File: config.mk
export PLATFORM = sky130hd
export DESIGN_NAME = spi_frame_parser
export DESIGN_NICKNAME = d
export VERILOG_FILES = /design/src/rtl/spi_frame_parser.sv
export SDC_FILE = /design/constraint.sdc
export NUM_CORES = 1
export LEC_CHECK = 0
export ABC_CLOCK_PERIOD_IN_PS = 2800
export CAP_MARGIN = 10
export CORE_UTILIZATION = 55
export CTS_CLUSTER_SIZE = 20
export DETAILED_ROUTE_END_ITERATION = 12
export GPL_ROUTABILITY_DRIVEN = 1
export PLACE_DENSITY = 0.8
export SETUP_SLACK_MARGIN = 0.2
export SYNTH_ARGS = -nofsm -noshare
export SYNTH_HDL_FRONTEND = slang
export SYNTH_SLANG_ARGS = --single-unit
File: constraint.sdc
create_clock -name clock -period 2.8 [get_ports clock]
set_input_delay 0.42 -clock clock [delete_from_list [all_inputs] [get_ports clock]]
set_output_delay 0.42 -clock clock [all_outputs]
set_load 0.05 [all_outputs]
File: src/rtl/spi_frame_parser.sv
// SPI command frame parser: pulls bytes from the SPI slave FIFO and turns
// SYNC/ADDR/DATA_HI/DATA_LO/CHK frames into register write strobes.
// Optional frame statistics counters are built when SPI_FRAME_PARSER_STATS_EN is defined.

module spi_frame_parser #(
    parameter logic [7:0] SYNC_BYTE      = 8'hA5,
    parameter logic [7:0] CHK_SEED       = 8'h5A,
    parameter int         TIMEOUT_CYCLES = 50000
) (
    input  logic        clock,
    input  logic        reset,
    input  logic [7:0]  fifo_data_in,
    input  logic        fifo_empty,
    output logic        fifo_read_en,
    output logic        reg_wr_en,
    output logic [7:0]  reg_addr,
    output logic [15:0] reg_wr_data,
    output logic        frame_err,
    output logic        busy,
    output logic        Debug_parser
`ifdef SPI_FRAME_PARSER_STATS_EN
    ,
    output logic [15:0] good_count,
    output logic [15:0] err_count
`endif
);

    localparam int CW = $clog2(TIMEOUT_CYCLES + 1);
    localparam logic [CW-1:0] TO_LAST = CW'(TIMEOUT_CYCLES - 1);

    localparam logic [1:0] F_IDLE = 2'd0;
    localparam logic [1:0] F_RD   = 2'd1;
    localparam logic [1:0] F_CAP  = 2'd2;

    localparam logic [2:0] S_HUNT = 3'd0;
    localparam logic [2:0] S_ADDR = 3'd1;
    localparam logic [2:0] S_DHI  = 3'd2;
    localparam logic [2:0] S_DLO  = 3'd3;
    localparam logic [2:0] S_CHK  = 3'd4;

    logic [1:0]    fetch_q;
    logic [1:0]    fetch_d;
    logic          byte_valid;
    logic [7:0]    rx_byte;

    logic [2:0]    state_q;
    logic [2:0]    state_d;
    logic [7:0]    addr_q;
    logic [7:0]    hi_q;
    logic [7:0]    lo_q;
    logic [7:0]    exp_chk;
    logic [CW-1:0] cnt_q;
    logic [CW-1:0] cnt_d;
    logic          wr_d;
    logic          err_d;
    logic          timeout_hit;

    // A CAP cycle may chain straight into the next RD so a full FIFO
    // drains at one byte every two clocks without back-to-back pops.
    always_comb begin
        fetch_d = fetch_q;
        case (fetch_q)
            F_IDLE:  fetch_d = fifo_empty ? F_IDLE : F_RD;
            F_RD:    fetch_d = F_CAP;
            F_CAP:   fetch_d = fifo_empty ? F_IDLE : F_RD;
            default: fetch_d = F_IDLE;
        endcase
    end

    always_ff @(posedge clock or posedge reset) begin
        if (reset) begin
            fetch_q <= F_IDLE;
        end else begin
            fetch_q <= fetch_d;
        end
    end

    assign fifo_read_en = (fetch_q == F_RD);
    assign byte_valid   = (fetch_q == F_CAP);
    assign rx_byte      = fifo_data_in;

    assign exp_chk     = addr_q ^ hi_q ^ lo_q ^ CHK_SEED;
    assign timeout_hit = !byte_valid && (state_q != S_HUNT) && (cnt_q >= TO_LAST);

    always_comb begin
        state_d = state_q;
        wr_d    = 1'b0;
        err_d   = 1'b0;
        if (byte_valid) begin
            case (state_q)
                S_HUNT: begin
                    if (rx_byte == SYNC_BYTE) begin
                        state_d = S_ADDR;
                    end
                end
                S_ADDR: state_d = S_DHI;
                S_DHI:  state_d = S_DLO;
                S_DLO:  state_d = S_CHK;
                S_CHK: begin
                    state_d = S_HUNT;
                    if (rx_byte == exp_chk) begin
                        wr_d = 1'b1;
                    end else begin
                        err_d = 1'b1;
                    end
                end
                default: state_d = S_HUNT;
            endcase
        end else if (timeout_hit) begin
            state_d = S_HUNT;
            err_d   = 1'b1;
        end
    end

    // The counter restarts at 1 on each accepted byte so that its value is
    // the number of cycles since that byte; the timeout is registered one
    // cycle before the limit and lands exactly TIMEOUT_CYCLES after CAP.
    always_comb begin
        if (state_d == S_HUNT) begin
            cnt_d = '0;
        end else if (byte_valid) begin
            cnt_d = CW'(1);
        end else begin
            cnt_d = cnt_q + CW'(1);
        end
    end

    always_ff @(posedge clock or posedge reset) begin
        if (reset) begin
            state_q <= S_HUNT;
            cnt_q   <= '0;
            addr_q  <= '0;
            hi_q    <= '0;
            lo_q    <= '0;
        end else begin
            state_q <= state_d;
            cnt_q   <= cnt_d;
            if (timeout_hit) begin
                addr_q <= '0;
                hi_q   <= '0;
                lo_q   <= '0;
            end else if (byte_valid) begin
                case (state_q)
                    S_ADDR:  addr_q <= rx_byte;
                    S_DHI:   hi_q   <= rx_byte;
                    S_DLO:   lo_q   <= rx_byte;
                    default: ;
                endcase
            end
        end
    end

    always_ff @(posedge clock or posedge reset) begin
        if (reset) begin
            reg_wr_en    <= 1'b0;
            frame_err    <= 1'b0;
            reg_addr     <= '0;
            reg_wr_data  <= '0;
            Debug_parser <= 1'b0;
        end else begin
            reg_wr_en <= wr_d;
            frame_err <= err_d;
            if (wr_d) begin
                reg_addr     <= addr_q;
                reg_wr_data  <= {hi_q, lo_q};
                Debug_parser <= ~Debug_parser;
            end
        end
    end

    assign busy = (state_q != S_HUNT);

`ifdef SPI_FRAME_PARSER_STATS_EN
    always_ff @(posedge clock or posedge reset) begin
        if (reset) begin
            good_count <= '0;
            err_count  <= '0;
        end else begin
            if (reg_wr_en && (good_count != 16'hFFFF)) begin
                good_count <= good_count + 16'd1;
            end
            if (frame_err && (err_count != 16'hFFFF)) begin
                err_count <= err_count + 16'd1;
            end
        end
    end
`endif

endmodule
Yosys cells after proc, flatten, opt, wreduce, memory -nomap -nowiden
Cells that the tools add are included.
Storage, ports and cells
  register bits: 72
  input bits: 11
  output and inout bits: 29
  logic and storage cells: 64
Operators by class
  $add $sub $neg: 1
  order comparisons: 1
  equal/unequal tests: 8
  muxes and demuxes: 24
  bitwise operators: 4
  reductions and logical operators: 15
Operators by type and width (number)
  $mux W8: 9
  $mux W16: 2
  $add A16 B1 Y16 const B: 1
  $ge A16 B16 Y1 const B: 1
  $xor A8 B8 Y8: 2
  $pmux W3 S4: 1
  $mux W3: 3
  $eq A8 B8 Y1: 1
  $eq A8 B8 Y1 const B: 1
  $mux W1: 8
  $reduce_bool A2 Y1: 4
  $eq A3 B2 Y1 const B: 2
  $logic_not A3 Y1: 2
  $reduce_and A2 Y1: 3
  $not A4 Y4: 1
  $pmux W2 S2: 1
  $eq A3 B1 Y1 const B: 1
  $eq A3 B3 Y1 const B: 1
  $reduce_bool A3 Y1: 1
  $eq A2 B1 Y1 const B: 1
  $eq A2 B2 Y1 const B: 1
  $logic_and A1 B1 Y1: 2
  $logic_not A2 Y1: 1
  $reduce_or A2 Y1: 1
  other kinds (2): 2

Logic depth before layout (Yosys ltp)
Gate-level depths: netlist (run 1).
  depth in word-level cells: 8
  depth in mapped cells: 7
  gate-level depth less buffers: 6

Least setup slack after synthesis (run 1)
OpenSTA, ideal clock, no wires.
  path type: input to register
  from: input fifo_data_in[4]
  to: register reg_addr[0]
  data arrival time: 1.744 ns
  setup slack: 0.931 ns
  stages: 6
  buffers on the path: 1
  path through: xor2_1 -> xnor2_1 -> nand4_1 -> nor3_4 -> buf_6 -> mux2_2
On the way
  cells in the longest elaborated chain, start to end: 4
RTL lines
  start: declaration: line 12  | input logic [7:0] fifo_data_in,
  $eq A8 B8 Y1: line 101  | if (rx_byte == exp_chk) begin
  $mux W1: line 101
  $mux W1: line 90  | case (state_q)
  $mux W1: line 89  | if (byte_valid) begin
  end signal: assignment: line 164  | reg_addr <= addr_q;
  end: declaration: line 16  | output logic [7:0] reg_addr,
Every way passes these cells.
A chain may end at the register's enable or synchronous reset.

Worst setup path after layout (run 1)
  from: register state_q[0]
  to: output busy
On the way
  cells in the longest elaborated chain, start to end: 1
RTL lines
  start: declaration: line 46  | logic [2:0] state_q;
  start signal: assignment: line 136  | state_q <= state_d;
  $reduce_bool A3 Y1: line 171  | assign busy = (state_q != S_HUNT);
  end: declaration: line 19  | output logic busy,
Every way passes these cells.

==> flow_metrics.env, run 1 <==
export IMPL_wl_per_cell_um=15.2
export IMPL_reg2reg_setup_slack_ps=590
export IMPL_start_util_pct=58.0
export IMPL_synth_common_cells="dfrtp_1 (72), nor2_1 (40), nand2_1 (25)"
export IMPL_port_buffers=39
export IMPL_clockBufferDepth=2
export IMPL_first_iter_violations=221
export IMPL_peakVddDrop_v=0.000423
export IMPL_synthTopCellsByArea="dfrtp_1 (56%), mux2_2 (8.4%), xnor2_1 (6.0%)"
export IMPL_nets=339
export IMPL_synth_edff_count=0
export IMPL_worst_pin_slew_ps=579
export IMPL_num_vias=2206
export IMPL_die_h_um=78.7
export IMPL_yosys_warnings=0
export IMPL_crit_path_end_kind="output pin"
export IMPL_cts_tree="done"
export IMPL_place_hpwl_um=4230
export IMPL_rows=27
export IMPL_hp_class="in -> async"
export IMPL_status="finished, final reports clean"
export IMPL_post_cts_buffers=0
export IMPL_synth_seq_cells=72
export IMPL_crit_slowest_cell="clkdlybuf4s50_1"
export IMPL_multi_input_area_um2=1370
export IMPL_rsz0062_at_grt="no"
export IMPL_setup_viol=0
export IMPL_avgSynthCellArea_um2=11.6
export IMPL_finalCriticalPeriod_ps=2390
export IMPL_fin_skew_ps=8.27
export IMPL_register_area_um2=1800
export IMPL_core_area_um2=5570
export IMPL_grt_overflow_total=0
export IMPL_hold_violations=0
export IMPL_cts_clk_slew_worst_paths_ps=80
export IMPL_start_kind="flip-flop"
export IMPL_die_w_um=78.7
export IMPL_setup_tns_ps=0
export IMPL_cp_cell_sequence="nor3_2, inv_1, clkdlybuf4s50_1"
export IMPL_final_cells=404
export IMPL_clock_latency_ps=350
export IMPL_finalCritPeriodShare_pct=85.4
export IMPL_p_leak_nw=1.78
export IMPL_fmax_ghz=0.418
export IMPL_area_delta_synth_final_pct=21.1
export IMPL_yosysMostFrequentCell="dfrtp_1"
export IMPL_synth_flop_cell="dfrtp_1"
export IMPL_fillers=426
export IMPL_grt_pass1_vias=2143
export IMPL_critPathArrivalTime_ps=1970
export IMPL_syn_inst=278
export IMPL_r2r_cells=7
export IMPL_placed_area_um2=3730
export IMPL_drt_wl_total_um=6150
export IMPL_antenna_cells=0
export IMPL_synth_top_area_cell="dfrtp_1"
export IMPL_power_mw=3.11
export IMPL_routed_via_density=5.46
export IMPL_power_density_nw_per_um2=796
export IMPL_crit_family="buffers and inverters"
export IMPL_crit_fanout=6
export IMPL_syn_area_um2=3230
export IMPL_slowest_delay_ps=720
export IMPL_synth_nets=290
export IMPL_pin_count=40
export IMPL_async_reset_ff_share_pct=100
export IMPL_ys_types=35
export IMPL_drv_cap=0
export IMPL_synth_yosys_seq_area_share_pct=55.7
export IMPL_cts_max_level=3
export IMPL_ant_nets=0
export IMPL_design_area_um2=3910
export IMPL_grt_max_degree=49
export IMPL_grt_pass1_wl_um=10400
export IMPL_cp_depth=3
export IMPL_cts_root_buf="clkbuf_8"
export IMPL_grt_total_usage_pct=22.5
export IMPL_gp_congestion=0.778
export IMPL_cp_num_buf_inv=2
export IMPL_critPathKind="reg -> out"
export IMPL_die_area_um2=6190
export IMPL_slew_viol_final=0
export IMPL_drtPass1Iterations=4
export IMPL_drive_above_1_share_pct=16.9
export IMPL_drc=0
export IMPL_slew_headroom_pct=61.1
export IMPL_synth_top_cell_area_share_pct=55.7
export IMPL_cts_sinks=72
export IMPL_ctsHoldBuffers=0
export IMPL_cts_made_buffers=9
export IMPL_required_ps=2380
export IMPL_antenna_found_initial=0
export IMPL_post_place_cells=388
[routing by layer]
metal / part of all wire (%) / vias up / routed length (um) / GRT usage, %
li1: - / 1042 / - / -
met1: 48 / 1095 / 2930 / 32.3
met2: 46 / 57 / 2840 / 32.5
met3: 3.7 / 12 / 226 / 3.49
met4: 2.5 / 0 / 151 / 12.6
met5: 0 / - / 0 / 0
[power breakdown]
group	leakage [nW]	total (mW)	switching [mW]	internal, mW
Combinational	0.743	0.894	0.474	0.420
Clock	0.0891	0.741	0.393	0.348
Sequential	0.951	1.48	0.226	1.25
Total	1.78	3.11	1.09	2.02
[what timing repair did]
item                                    4_1_cts  5_1_grt
hold endpoints to repair                      0        0
resized for setup                             0        1
endpoints found under the setup margin        0        1
[metrics by stage]
| step | setup WS, ps | hold WS (ps) | util (%) |
|---|---|---|---|
| 6_report | 410 | 425 | 70.2 |
| 5_1_grt | 324 | 468 | 70.2 |
| 4_1_cts | 206 | 437 | 70.1 |
| 3_5_place_dp | 253 | 442 | 66.9 |
| 3_3_place_gp | 312 | 444 | 66.9 |
| 2_1_floorplan | 555 | 418 | - |
[state kept, by name (all words and copies together) (netlist names)]
register and cells:
Debug_parser 1, addr_q 8, cnt_q 16, fetch_q 2, frame_err 1, hi_q 8, lo_q 8, reg_addr 8
reg_wr_data 16, reg_wr_en 1, state_q 3
[worst paths after layout]
check                                     start               endpoint
min in group clock         fetch_q[0]$_DFF_PP0_   fetch_q[0]$_DFF_PP0_
min                                       reset   fetch_q[1]$_DFF_PP0_
max reg2reg                  cnt_q[0]$_DFF_PP0_    frame_err$_DFF_PP0_
max                        state_q[0]$_DFF_PP0_                   busy
max in group asynchronous                 reset  addr_q[5]$_DFFE_PP0P_
min reg2reg                fetch_q[0]$_DFF_PP0_   fetch_q[0]$_DFF_PP0_
[cells by family after synthesis]
kind of cell,synth area share [%]
AOI/OAI and AO/OA,3.06
xor gates and xnor gates,10.6
and+or+nand+nor,14.6
muxes,13.3
adders and majority gates,0.387
buffers and inverters,2.32
DFF,55.7
[layout by cell type (no fill, tap or decap), drive strengths merged, types with 2 or more instances in the layout]
cell type and n:
mux2 24, clkinvlp 2, dfrtp 72, nand4 5
nand3 7, nor4bb 2, o211ai 2, nor3 7
nor2 40, buf 7, clkinv 3, mux2i 16
clkdlybuf4s50 39, a21oi 9, xnor2 22, nand2 25
xor2 17, nor4 3, clkbuf 10, or2 2
inv 6
[final cells by class]
class	count	share of cell area, %
Clock buffer	10	3.52
Clock inverter	6	1.09
Inverter	5	0.480
Multi-Input combinational cell	193	34.9
Sequential cell	72	46.0
Tap cell	72	2.30
Timing Repair Buffer	46	11.6
Power figures use the tool's default switching activity.
==> run 2, diff against run 1 <==
--- a/config.mk
+++ b/config.mk
@@ -14,3 +14,2 @@
 export PLACE_DENSITY = 0.8
-export SETUP_SLACK_MARGIN = 0.2
 export SYNTH_ARGS = -nofsm -noshare
==> constraint.sdc (replaced) <==
create_clock -name clock -period 2.8 [get_ports clock]
set_input_delay 0.56 -clock clock [delete_from_list [all_inputs] [get_ports clock]]
set_output_delay 0.56 -clock clock [all_outputs]
set_load 0.05 [all_outputs]
==> run 2 against run 1 <==
Clock-buffer cell count is 1 higher. Via count about the same. Worst setup slack got worse by 150 ps. Global-route usage increased by 0.32 points. Maximum frequency down 5.9%. Critical path depth unchanged. First-iteration DRC count down 49%. Critical endpoint unchanged. Combinational power rose by 2.8%.
==> flow_metrics.env, run 2 (synthesis results as in run 1) <==
export IMPL_status="finished, final reports clean"
export IMPL_peakVddDrop_v=0.000516
export IMPL_comb_power_share_pct=28.2
export IMPL_drtPass1Iterations=4
export IMPL_slew_headroom_pct=54.2
export IMPL_start_kind="flip-flop"
export IMPL_fin_skew_ps=6.03
export IMPL_pin_count=40
export IMPL_worst_pin_slew_ps=684
export IMPL_layout_common_cells="dfrtp_1 (72), nor2_1 (40), clkdlybuf4s50_1 (39)"
export IMPL_routed_via_density=5.42
export IMPL_start_util_pct=58.0
export IMPL_gp_congestion=0.742
export IMPL_finalCritPeriodShare_pct=90.7
export IMPL_r2r_cells=7
export IMPL_p_switching_mw=1.08
export IMPL_num_vias=2204
export IMPL_cts_max_level=3
export IMPL_drv_cap=0
export IMPL_setup_ws_ps=260
export IMPL_die_h_um=78.7
export IMPL_final_cells=407
export IMPL_finalCriticalPeriod_ps=2540
export IMPL_grt_total_usage_pct=22.8
export IMPL_post_place_cells=392
export IMPL_swShare_pct=33.3
export IMPL_required_ps=2240
export IMPL_antenna_found_initial=0
export IMPL_die_w_um=78.7
export IMPL_area_delta_synth_final_pct=22.6
export IMPL_p_int_mw=2.17
export IMPL_min_from="fetch_q[0]$_DFF_PP0_"
export IMPL_wl_per_cell_um=15.4
export IMPL_hp_class="reg -> reg"
export IMPL_dpl_worst_slack_ps=133
export IMPL_ant_nets=0
export IMPL_grt_pass1_vias=2192
export IMPL_grt_overflow_total=0
export IMPL_ctsHoldBuffers=0
export IMPL_core_area_um2=5570
export IMPL_nets=343
export IMPL_reg2reg_to="frame_err$_DFF_PP0_"
export IMPL_die_area_um2=6190
export IMPL_port_buffers=39
export IMPL_reg_largest_list="cnt_q x16, reg_wr_data x16"
export IMPL_layout_commonest_cell="dfrtp_1"
export IMPL_setup_viol=0
export IMPL_cts_resized=0
export IMPL_timing_rr_start="cnt_q[0]$_DFF_PP0_"
export IMPL_cts_sinks=72
export IMPL_rsz0062_at_grt="no"
export IMPL_cts_tree="done"
export IMPL_clock_latency_ps=340
export IMPL_grt_max_degree=73
export IMPL_place_hpwl_um=4330
export IMPL_seq_power_share_pct=45.6
export IMPL_slew_viol_final=0
export IMPL_critPathArrivalTime_ps=1980
export IMPL_fillers=402
export IMPL_rows=27
export IMPL_cts_root_buf="clkbuf_8"
export IMPL_drive_above_1_share_pct=17.0
export IMPL_post_cts_buffers=0
export IMPL_critPathKind="reg -> out"
export IMPL_first_iter_violations=113
export IMPL_power_density_nw_per_um2=821
export IMPL_antenna_cells=0
export IMPL_cts_clk_slew_worst_paths_ps=70
export IMPL_crit_fanout=6
export IMPL_holdPathStages=1
export IMPL_setup_tns_ps=0
export IMPL_crit_path_end_kind="output pin"
export IMPL_cts_made_buffers=9
export IMPL_clkPwrFrac_pct=26.1
export IMPL_fmax_ghz=0.394
export IMPL_drc=0
export IMPL_reg2reg_setup_slack_ps=580
export IMPL_min_to="fetch_q[0]$_DFF_PP0_"
export IMPL_clockBufferDepth=2
export IMPL_drt_wl_total_um=6260
export IMPL_hold_violations=0
export IMPL_grt_pass1_wl_um=10600
export IMPL_p_leak_nw=1.82
==> run 2: worst max-delay path by stage <==
stage / start / to / slack [ps] / depth (start not counted)
after CTS: state_q[1]$_DFF_PP0_ / busy / 90 / 3
after global placement: fifo_data_in[6] / reg_wr_data[6]$_DFFE_PP0P_ / 170 / 7
after detailed placement: fifo_data_in[6] / reg_addr[7]$_DFFE_PP0P_ / 130 / 7
after global routing: state_q[0]$_DFF_PP0_ / busy / 200 / 3
final: state_q[0]$_DFF_PP0_ / busy / 260 / 3
after floorplan: reset / Debug_parser$_DFFE_PP0P_ / 420 / 1
==> run 2: area by class of cell <==
class                           instances  area (um^2)  area share (%)
Sequential cell                        72         1800            45.4
Clock buffer                           11          131            3.31
Inverter                                5         18.8           0.473
Clock inverter                          4         70.1            1.77
Timing Repair Buffer                   50          485            12.2
Tap cell                               72         90.1            2.27
Multi-Input combinational cell        193         1370            34.5
==> run 2: power groups by stage <==
stage          Combinational [mW]  Sequential (mW)  Clock (mW)
2_1_floorplan               0.710             1.45           0
3_3_place_gp                0.879             1.48           0
3_5_place_dp                0.908             1.50           0
4_1_cts                     0.924             1.48       0.871
5_1_grt                      1.01             1.52       0.909
6_report                    0.919             1.48       0.850
==> run 2: layer usage <==
metal / share of wire, % / GRT usage [%] / routed length (um)
met1: 46 / 30.2 / 2860
met2: 49 / 36.4 / 3080
met3: 3.6 / 5.93 / 225
met4: 1.5 / 7.59 / 93
met5: 0 / 0 / 0
==> run 2: stage by stage <==
step / instance area (um^2) / total power, mW / util, % / hold slack [ps]
2_1_floorplan: 3230 / 2.16 / - / 418
3_3_place_gp: 3760 / 2.36 / 67.4 / 446
3_5_place_dp: 3760 / 2.41 / 67.4 / 456
4_1_cts: 3960 / 3.28 / 71.0 / 464
5_1_grt: 3970 / 3.43 / 71.1 / 484
6_report: 3970 / 3.25 / 71.1 / 462
==> run 2: critical path: stages (launching register included) <==
cell	delay (ps)
dfrtp_1	450
nor3_2	350
inv_1	120
clkdlybuf4s50_1	720
